<file path="config.mk">
export PLATFORM = sky130hd
export DESIGN_NAME = serial_addsub
export DESIGN_NICKNAME = d
export VERILOG_FILES = /design/src/rtl/serial_addsub_pkg.sv /design/src/rtl/serial_addsub_ripple.sv /design/src/rtl/serial_addsub.sv
export SDC_FILE = /design/constraint.sdc
export NUM_CORES = 1
export LEC_CHECK = 0
export CAP_MARGIN = 20
export CORE_MARGIN = 3
export CORE_UTILIZATION = 50
export DETAILED_ROUTE_END_ITERATION = 12
export GPL_TIMING_DRIVEN = 1
export MAX_ROUTING_LAYER = met4
export PLACE_DENSITY = 0.87
export SLEW_MARGIN = 20
export SYNTH_ARGS = -nofsm -noshare
export SYNTH_HDL_FRONTEND = slang
export SYNTH_SLANG_ARGS = --single-unit
export TNS_END_PERCENT = 30
</file>
<file path="constraint.sdc">
create_clock -name clk -period 7.3 [get_ports clk]
set_input_delay 1.46 -clock clk [delete_from_list [all_inputs] [get_ports clk]]
set_output_delay 1.46 -clock clk [all_outputs]
set_load 0.005 [all_outputs]
</file>
<file path="src/rtl/serial_addsub_pkg.sv">
// Shared definitions for the multi-cycle serial adder/subtractor.
// The FSM state encoding lives here so every file agrees on it.
package serial_addsub_pkg;

    typedef logic [1:0] state_t;

    localparam state_t IDLE = 2'd0;
    localparam state_t RUN  = 2'd1;
    localparam state_t DONE = 2'd2;

endpackage

</file>
<file path="src/rtl/serial_addsub_ripple.sv">
// Combinational SLICE-bit ripple-carry segment built from single-bit full adders.
// It also exposes the carry into its top bit, so the caller can detect signed overflow.
module full_adder (
    input  logic a,
    input  logic b,
    input  logic cin,
    output logic s,
    output logic cout
);

    assign s    = a ^ b ^ cin;
    assign cout = (a & b) | (cin & (a ^ b));

endmodule

module ripple_slice_adder
    import serial_addsub_pkg::*;
#(
    parameter int SLICE = 4
) (
    input  logic [SLICE-1:0] a,
    input  logic [SLICE-1:0] b,
    input  logic             cin,
    output logic [SLICE-1:0] s,
    output logic             cout,
    output logic             c_msb
);

    // c[i] is the carry into bit i; c[SLICE] leaves the slice.
    logic [SLICE:0] c;

    assign c[0] = cin;

    for (genvar i = 0; i < SLICE; i++) begin : g_bit
        full_adder u_fa (
            .a    (a[i]),
            .b    (b[i]),
            .cin  (c[i]),
            .s    (s[i]),
            .cout (c[i+1])
        );
    end

    assign cout  = c[SLICE];
    assign c_msb = c[SLICE-1];

endmodule

</file>
<file path="src/rtl/serial_addsub.sv">
// Parametrised add/subtract that walks the operands one SLICE-bit segment per clock,
// carrying between segments in a register so the combinational path is one slice long.
module serial_addsub
    import serial_addsub_pkg::*;
#(
    parameter int WIDTH = 16,
    parameter int SLICE = 4
) (
    input  logic             clk,
    input  logic             rst,
    input  logic             start,
    input  logic             sub,
    input  logic [WIDTH-1:0] A,
    input  logic [WIDTH-1:0] B,
    input  logic             Cin,
    output logic             ready,
    output logic             done,
    output logic [WIDTH-1:0] S,
    output logic             Cout,
    output logic             V
);

    localparam int NSLICE = WIDTH / SLICE;
    localparam int IDXW   = (NSLICE > 1) ? $clog2(NSLICE) : 1;
    localparam logic [IDXW-1:0] LAST_IDX = IDXW'(NSLICE - 1);

    state_t          state;
    logic [IDXW-1:0] idx;
    logic            carry;
    logic [WIDTH-1:0] opa;
    logic [WIDTH-1:0] opb;

    logic [SLICE-1:0] slice_a;
    logic [SLICE-1:0] slice_b;
    logic [SLICE-1:0] slice_s;
    logic             slice_cout;
    logic             slice_cmsb;

    assign slice_a = opa[int'(idx) * SLICE +: SLICE];
    assign slice_b = opb[int'(idx) * SLICE +: SLICE];

    ripple_slice_adder #(.SLICE(SLICE)) u_slice (
        .a     (slice_a),
        .b     (slice_b),
        .cin   (carry),
        .s     (slice_s),
        .cout  (slice_cout),
        .c_msb (slice_cmsb)
    );

    assign ready = (state == IDLE);
    assign done  = (state == DONE);

    // Subtraction is A + ~B + ~Cin, so B is inverted once at accept and the
    // carry register starts at Cin^sub; the slice datapath is then add-only.
    always_ff @(posedge clk) begin
        if (rst) begin
            state <= IDLE;
            idx   <= '0;
            carry <= 1'b0;
            opa   <= '0;
            opb   <= '0;
            S     <= '0;
            Cout  <= 1'b0;
            V     <= 1'b0;
        end else begin
            case (state)
                IDLE: begin
                    if (start) begin
                        opa   <= A;
                        opb   <= sub ? ~B : B;
                        carry <= Cin ^ sub;
                        idx   <= '0;
                        S     <= '0;
                        Cout  <= 1'b0;
                        V     <= 1'b0;
                        state <= RUN;
                    end
                end
                RUN: begin
                    S[int'(idx) * SLICE +: SLICE] <= slice_s;
                    carry <= slice_cout;
                    idx   <= idx + 1'b1;
                    if (idx == LAST_IDX) begin
                        Cout  <= slice_cout;
                        V     <= slice_cout ^ slice_cmsb;
                        state <= DONE;
                    end
                end
                DONE: begin
                    state <= IDLE;
                end
                default: begin
                    state <= IDLE;
                end
            endcase
        end
    end

endmodule

</file>
# --- Word level (Yosys, flattened, before mapping) ---
# Cells that the tools add are included.
word_totals:
  ff_bits: 55
  inputBits: 37
  memories: 0
  mem_bits_ro: 0
  output_inout_bits: 20
  latch_bits: 0
  mem_bits_rw: 0
  word_cells: 64
classes:
  n_eq_ne: 5
  mux: 16
  magnitude_cmp: 0
  reduce_logical: 6
  add_sub_neg: 2
  div_mod_pow: 0
  n_mul: 0
  bitwise: 23
  shift: 4
op_table:
  columns: ["operator", "count"]
  rows:
  - ["negation 4 -> 33 bit", 1]
  - ["variable shift 4 x 33 -> 16 bit, first input constant", 1]
  - ["variable part select 4 x 33 -> 16 bit", 1]
  - ["2-to-1 mux 16 bit", 2]
  - ["case mux 16 bit (2 select lines)", 1]
  - ["variable part select 16 x 5 -> 4 bit", 2]
  - ["bitwise mux 16 bit", 1]
  - ["NOT 16 bit", 1]
  - ["bitwise XOR 1 bit", 10]
  - ["bitwise AND 1 bit", 8]
  - ["case mux 2 bit (2 select lines)", 2]
  - ["2-to-1 mux 2 bit", 3]
  - ["case mux 1 bit (2 select lines)", 3]
  - ["AND reduction 2 bit", 3]
  - ["== test 2 bit, second input constant", 2]
  - ["2-to-1 mux 1 bit", 4]
  - ["!= test 2 bit, second input constant", 2]
  - ["OR 1 bit", 4]
  - ["AND reduction 3 bit", 1]
  - ["adder 2 x 1 -> 2 bit, second input constant", 1]
  - ["== test 2 x 1 -> 1 bit, second input constant", 1]
  - ["logical NOT 2 bit", 1]
  - ["nonzero test 2 bit", 1]

# --- Logic depth before layout (Yosys ltp) ---
# Gate-level depths: netlist of run 1.
depth:
  word_depth: 13
  mapped_depth: 12

# --- By module ---
# From an unflattened synthesis of run 1, not the netlist that was laid out.
hier_totals:
  hier_cells: 258
  area_unflattened_um2: 2533.7
by_module_without_submodules:
  columns: ["mod", "cells_per_inst", "seq_area_each_um2", "n_inst", "area_each_um2"]
  rows:
  - ["serial_addsub", 254, 1101.1, 1, 2453.6]
  - ["full_adder", 1, 0.0, 4, 20.0]

# --- Least setup slack after synthesis of run 1 ---
# OpenSTA, ideal clock, no wires.
synth_timing:
  kind: "register to register"
  start: "register idx[1]"
  end: "register Cout"
  setup_slack_ns: 4.243
  period_less_slack_ns: 3.057
  path_buffers: 1
  t_arrival_ns: 2.987
  path_stages_with_launch: 12
  required_time_ns: 7.230
  cell_sequence: "dfxtp_1 clkbuf_1 mux4_2 inv_1 fa_1 inv_1 fa_1 inv_1 fa_1 fa_1 or4_1 a21oi_1"
synth_via:
  elab_chain_cells: 12
  elab_cells_between_ends: 23
synth_rtl:
  columns: ["element", "line_no", "source"]
  rows:
  - ["start, declared", "serial_addsub.sv:28", "logic [IDXW-1:0] idx;"]
  - ["start signal, assigned", "serial_addsub.sv:83", "idx <= idx + 1'b1;"]
  - ["variable part select 16 x 5 -> 4 bit (on tied branches)", "serial_addsub.sv:39, serial_addsub.sv:40", null]
  - ["bitwise XOR 1 bit", "serial_addsub_ripple.sv:12", "assign cout = (a & b) | (cin & (a ^ b));"]
  - ["bitwise AND 1 bit", "serial_addsub_ripple.sv:12", null]
  - ["OR 1 bit", "serial_addsub_ripple.sv:12", null]
  - ["bitwise AND 1 bit", "serial_addsub_ripple.sv:12", null]
  - ["OR 1 bit", "serial_addsub_ripple.sv:12", null]
  - ["bitwise AND 1 bit", "serial_addsub_ripple.sv:12", null]
  - ["OR 1 bit", "serial_addsub_ripple.sv:12", null]
  - ["bitwise AND 1 bit", "serial_addsub_ripple.sv:12", null]
  - ["OR 1 bit", "serial_addsub_ripple.sv:12", null]
  - ["2-to-1 mux 1 bit", "serial_addsub.sv:84", "if (idx == LAST_IDX) begin"]
  - ["case mux 1 bit (2 select lines)", "serial_addsub.sv:67", "case (state)"]
  - ["end signal, assigned", "serial_addsub.sv:85", "Cout <= slice_cout;"]
  - ["end, declared", "serial_addsub.sv:19", "output logic Cout,"]
# Several ways; a longest one is shown, not always the timed one. The select of a mux whose other input is x is not followed.
# A chain may end at the register's enable or synchronous reset.

# --- Final worst setup path of run 1 ---
layout_timing:
  start: "register idx[0]"
  end: "register Cout"
# Same word-level chain as after synthesis.

==> metrics.md, run 1 <==
| Metric | Value |
|---|---|
| Post-synth ARST share | 0 |
| Global route overflow | 0 |
| Gpl congestion | 0.897 |
| Clk_lat worst skew | 300 ps |
| CP Capture Type | register |
| Post-route non-filler standard cell count | 380 |
| Die width | 77.8 µm |
| Die ar. | 6060 µm² |
| Number of port buffers | 56 |
| Global-route wire length before repair | 8810 µm |
| Most frequent cell after synthesis | dfxtp_1 |
| Diode count | 0 |
| P_leak | 1.15 nW |
| Crit path cell chain | mux4_2, inv_1, fa_1, inv_1, fa_1, inv_1, fa_1, fa_1, or4_1, a21oi_1 |
| Worst-Margin Slew | 967 ps |
| Routed Antenna Nets | 0 |
| DRC Markers | 0 |
| Leading post-synthesis cells by cell area | dfxtp_1, mux4_2, xnor2_1, nand2_1, a21oi_1 |
| Main flop type after synthesis | dfxtp_1 |
| RSZ-0062 raised after global routing | no |
| Share of layout cells above drive strength 1 | 0.0799 |
| Core area | 4850 µm² |
| Total Wirelength | 5130 µm |
| Power Dens Cells | 205 nW/µm² |
| Layout area overhead | 26.4% |
| Final net count | 358 |
| Endpoints failing setup | 0 |
| Initial Utilization | 0.532 |
| DR pass1 iterations | 4 |
| Synthesis-stage register bit count | 55 |
| Relative slew slack | 0.353 |
| Drt wl/cell | 13.5 µm |
| DP Cell Count | 372 |
| Post-synth top cells | dfxtp_1, nand2_1, nor2_1, a21oi_1 |
| Post-synth EDFFs | 0 |
| Syn nets | 312 |
| Max Fclk | 288 MHz |
| Pin count of the biggest net entering global routing | 49 |
| Post-route setup slack | 3830 ps |
| H-tree depth | 2 |
| Seq/Total Area, Yosys | 0.427 |
| Largest delay share family, worst path | adder cells |
| Final period utilization | 0.476 |
| Synth warnings | 0 |
| Clock-pin slew on the worst setup and hold paths | 90 ps |
| Syn Area/Cell | 9.70 µm² |
| CP peak stage delay | 860 ps |
| Final hold vios | 0 |
| CTS Hold Buffers Added | 0 |
| DP Area | 3130 µm² |
| DP Wirelength | 3760 µm |
| CTS buffer count | 5 |
| Minimum clock period | 3470 ps |
| Run status | completed |
| Skew final | 2.49 ps |
| CP Class | reg2reg |
| Fin. max-slew vios | 0 |
| Post-CTS Setup Inserts | 0 |
| Critical Path Start Type | register |
| Longest Clk Path Bufs | 2 |
| Buf+Inv Stages, Crit Path | 3 |
| Most frequent cell on the critical path | fa_1 |
| Ports | 57 |
| Hold Path Class | reg2reg |
| Post-synth top area cell | dfxtp_1 |
| Vias | 1994 |
| Critical Path AT | 3710 ps |
| Data required, critical path | 7540 ps |
| Gate Count Post-Synth | 266 |
| CTS tree | built |
| Synthesized cell area | 2580 µm² |
| Setup TNS | 0 ps |
| Max-cap violations | 0 |
| Pre-CTS WS | 3830 ps |
| Critical path's slowest cell | dfxtp_1 |
| # clock sinks | 55 |
| Die height | 77.8 µm |
| DRT iter0 DRCs | 120 |
| Maximum vdd drop | 0.103 mV |
| Root buf cell | clkbuf_8 |
| Top cell type's share of synthesized area | 0.427 |
| Final instance area | 3260 µm² |
| Vias in the first global route | 1904 |
| # rows | 25 |
| Vias/cell | 5.25 |
| Post-CTS resize count | 0 |
| CP Max Fanout | 16 |
| Synth unique cells | 36 |
| Initial antenna violation count | 0 |
| Total GRT Usage | 0.186 |
## flip-flops by register name, summed over array words and instances (netlist names)
signal and count:
opa 16, V 1, Cout 1, S 16
state 2, opb 16, carry 1, idx 2
## through the flow
stage	utilization	total power, W	hold WS, ps
floorplan	-	0.000407	433
global placement	0.645	0.000440	439
detailed placement	0.645	0.000444	445
CTS	0.673	0.000674	458
global route	0.673	0.000703	478
finish	0.673	0.000669	455
## logic make-up after synthesis
kind of cell | after synthesis | synth area share
mux | 13 | 0.0912
simple gates | 74 | 0.133
buf+inv | 35 | 0.0689
compound gates | 62 | 0.164
xor+xnor | 18 | 0.0611
fa+ha+maj | 9 | 0.0553
flops | 55 | 0.427
## per-layer routing
metal | GRT usage | up-vias | part of all wire
li1 | - | 1005 | -
met1 | 0.242 | 915 | 0.44
met2 | 0.288 | 69 | 0.48
met3 | 0.0534 | 5 | 0.064
met4 | 0.0391 | 0 | 0.0086
met5 | - | - | 0
## path summary, 6_finish.rpt
check | startpoint | endpoint | slack, ps | cells after the start
max | idx[0] | Cout | 3830 | 10
min | opa[12] | opa[12] | 460 | 2
max reg2reg | idx[0] | Cout | 3830 | 10
min reg2reg | opa[12] | opa[12] | 460 | 2
## cell type report
type	instances	area (µm²)
clock buffer	6	72.6
timing repair buffer	58	576
tap	67	83.8
fill	384	1590
inverter	16	60.1
clock inverter	2	60.1
multi-input combinational	176	1310
sequential	55	1100
## placed cells by master (no fill, tap or decap), drive strengths merged
| cell type | count |
|---|---|
| nand2b | 2 |
| xor2 | 2 |
| clkdlybuf4s50 | 56 |
| nand2 | 34 |
| o2bb2ai | 3 |
| a2bb2o | 1 |
| nand3 | 2 |
| a21oi | 24 |
| a22oi | 1 |
| buf | 2 |
| a211oi | 16 |
| dfxtp | 55 |
| xnor2 | 16 |
| mux2 | 4 |
| mux4 | 8 |
| nor4b | 1 |
| a2bb2oi | 1 |
| nor2 | 26 |
| bufinv | 2 |
| fa | 4 |
| o21bai | 1 |
| o21ai | 2 |
| clkbuf | 6 |
| ha | 5 |
| or3b | 1 |
| mux2i | 1 |
| or4 | 1 |
| inv | 16 |
| nand4 | 3 |
| nor4 | 2 |
| a22o | 12 |
| o21a | 1 |
| nor3b | 2 |
## power by group
group          internal, W  switching [W]  total (W)
sequential        0.000316      0.0000136   0.000330
combinational    0.0000570      0.0000507   0.000108
clock             0.000137      0.0000943   0.000231
total             0.000510       0.000159   0.000669
## worst reg2reg max path, delay by kind of cell (launching register included)
kind,cells,cell delay [ps]
simple gates,1,480
buf+inv,3,170
compound gates,1,130
flops,1,860
fa+ha+maj,4,1400
mux,1,360
Power figures use the tool's default switching activity.
==> run 2, diff against run 1 <==
--- a/config.mk
+++ b/config.mk
@@ -7,11 +7,11 @@
 export LEC_CHECK = 0
 export CAP_MARGIN = 20
 export CORE_MARGIN = 3
-export CORE_UTILIZATION = 50
+export CORE_UTILIZATION = 45
 export DETAILED_ROUTE_END_ITERATION = 12
 export GPL_TIMING_DRIVEN = 1
 export MAX_ROUTING_LAYER = met4
-export PLACE_DENSITY = 0.87
+export PLACE_DENSITY = 0.83
 export SLEW_MARGIN = 20
 export SYNTH_ARGS = -nofsm -noshare
 export SYNTH_HDL_FRONTEND = slang
==> constraint.sdc (replaced) <==
create_clock -name clk -period 3.01 [get_ports clk]
set_input_delay 0.602 -clock clk [delete_from_list [all_inputs] [get_ports clk]]
set_output_delay 0.602 -clock clk [all_outputs]
set_load 0.005 [all_outputs]
==> run 2 against run 1 <==
Non-clock buffer count up 7. Core utilization down 6.0 points. Global-route usage down 0.84 points. Flip-flop and latch count unchanged. Sequential share of layout area down 0.052 points. Wire length up 5.5%. Count of clock-buffer cells in the layout up 1. Die area up 10%. Largest cell class unchanged. Largest power group unchanged.
==> metrics.md, run 2 (same netlist as run 1, synthesis figures left out) <==
| Metric | Value |
|---|---|
| Run status | completed |
| Buf+Inv Stages, Crit Path | 3 (unchanged) |
| Routed Antenna Nets | 0 (unchanged) |
| DR pass1 iterations | 4 (unchanged) |
| CTS Hold Buffers Added | 0 (unchanged) |
| Crit path cell chain | mux4_2, inv_1, fa_1, inv_1, fa_1, inv_1, fa_1, fa_2, or4_1, a21oi_1 |
| DRC Markers | 0 (unchanged) |
| Skew final | 3.47 ps (+0.980 ps) |
| Relative slew slack | 0.524 (+0.171) |
| Share of layout cells above drive strength 1 | 0.103 (+0.0233) |
| # clock sinks | 55 (unchanged) |
| # rows | 26 (+4.0%) |
| Data required, critical path | 3260 ps (-4280 ps) |
| DP Wirelength | 4180 µm (+11%) |
| Largest delay share family, worst path | adder cells |
| Initial Utilization | 0.484 (-0.0485) |
| CP Max Fanout | 4 (-12) |
| Post-route setup slack | 130 ps (-3700 ps) |
| Global route overflow | 0 (unchanged) |
| Vias/cell | 5.17 (-1.5%) |
| CP peak stage delay | 480 ps (-380 ps) |
| Final period utilization | 0.957 (+0.481) |
| Power Dens Cells | 446 nW/µm² (+120%) |
| Pin count of the biggest net entering global routing | 49 (unchanged) |
| Endpoints failing setup | 0 (unchanged) |
| Max-cap violations | 0 (unchanged) |
| Critical Path AT | 3130 ps (-580 ps) |
| Total GRT Usage | 0.177 (-0.00838) |
| Longest Clk Path Bufs | 2 (unchanged) |
| Max Fclk | 347 MHz (+21%) |
| Post-route non-filler standard cell count | 390 (+2.6%) |
| CP Capture Type | register |
| Seq. cell area | 1100 µm² (+0.11%) |
| Hold slack | 457 ps (+1.76 ps) |
| Post-CTS Setup Inserts | 0 (unchanged) |
| DP Cell Count | 382 (+2.7%) |
| Critical Path Start Type | register |
| Vias in the first global route | 1867 (-1.9%) |
| Hold Path Class | reg2reg |
| Die width | 81.7 µm (+5.0%) |
| Fin. max-slew vios | 0 (unchanged) |
| Die ar. | 6680 µm² (+10%) |
| Biggest regs | S x16, opa x16, opb x16 |
| Total Wirelength | 5410 µm (+5.5%) |
| P_leak | 1.17 nW (+1.2%) |
| Die height | 81.7 µm (+5.0%) |
| CTS tree | built |
| Pre-CTS WS | 70.9 ps (-3760 ps) |
| Worst-Margin Slew | 713 ps (-254 ps) |
| Maximum vdd drop | 0.210 mV (+100%) |
| Drt wl/cell | 13.9 µm (+2.8%) |
| Most common cell after layout, fill and taps aside | clkdlybuf4s50_1 |
| CP Class | reg2reg |
| CTS buffer count | 5 (unchanged) |
| Global-route wire length before repair | 8740 µm (-0.78%) |
| Commonest cells after routing, fill and taps aside | clkdlybuf4s50_1, dfxtp_1, nand2_1, nor2_1, a21oi_1 |
| Layout area overhead | 26.7% |
| Core area | 5340 µm² (+10%) |
| Final hold vios | 0 (unchanged) |
| Number of port buffers | 56 (unchanged) |
| Fillers | 479 (+25%) |
| Initial antenna violation count | 0 (unchanged) |
| Area taken by multi-input logic gates | 1310 µm² (+0.19%) |
| Root buf cell | clkbuf_8 |
| Diode count | 0 (unchanged) |
| Ports | 57 (unchanged) |
| Minimum clock period | 2880 ps (-593 ps) |
| Clock-pin slew on the worst setup and hold paths | 90 ps (about the same) |
| Clk_lat worst skew | 310 ps (about the same) |
| H-tree depth | 2 (unchanged) |
| Critical path's slowest cell | or4_1 |
| DRT iter0 DRCs | 177 (+48%) |
| Gpl congestion | 0.848 (-5.5%) |
| Final net count | 365 (+2.0%) |
| Vias | 2015 (+1.1%) |
==> run 2: routing by layer <==
metal  GRT usage  vias to the layer above  part of all wire
met2       0.276                       54              0.48
met4      0.0648                        0             0.016
met1       0.226                      928              0.45
li1            -                     1026                 -
met3      0.0395                        7             0.049
met5           -                        -                 0
==> run 2: through the flow <==
| step | total power [W] | TNS (ps) | util | cell area (µm²) |
|---|---|---|---|---|
| detailed placement | 0.00109 | 0 | 0.597 | 3180 |
| global placement | 0.00108 | 0 | 0.597 | 3180 |
| finish | 0.00146 | 0 | 0.613 | 3270 |
| CTS | 0.00147 | 0 | 0.612 | 3270 |
| floorplan | 0.000989 | 0 | - | 2580 |
| global route | 0.00153 | -18.9 | 0.613 | 3270 |
==> run 2: timing repair <==
item	CTS	global route
endpoints found under the hold margin	0	0
gates resized for setup	0	2
setup endpoints to repair	0	4
==> run 2: report_power, final <==
part           switching, W  internal, W
combinational      0.000131     0.000144
sequential        0.0000265     0.000767
clock              0.000226     0.000164
==> run 2: area by class of cell <==
| class | instances | area share |
|---|---|---|
| multi-input combinational | 176 | 0.401 |
| sequential | 55 | 0.337 |
| timing repair buffer | 65 | 0.192 |
| tap | 70 | 0.0268 |
| clock buffer | 7 | 0.0233 |
| inverter | 16 | 0.0184 |
| clock inverter | 1 | 0.00153 |
==> run 2: path summary, 6_finish.rpt <==
check              start      to  slack [ps]  cells after the start
setup / recovery  idx[0]    Cout         130                     10
hold / removal    opa[0]  opa[0]         460                      2
setup reg to reg  idx[0]    Cout         130                     10
hold reg to reg   opa[0]  opa[0]         460                      2
==> run 2: worst reg2reg max path: stages (launching register included) <==
cell and delay, ps:
dfxtp_2 360, mux4_2 320, inv_1 50, fa_1 380, inv_1 80, fa_1 160, inv_1 60, fa_1 410
fa_2 380, or4_1 480, a21oi_1 130
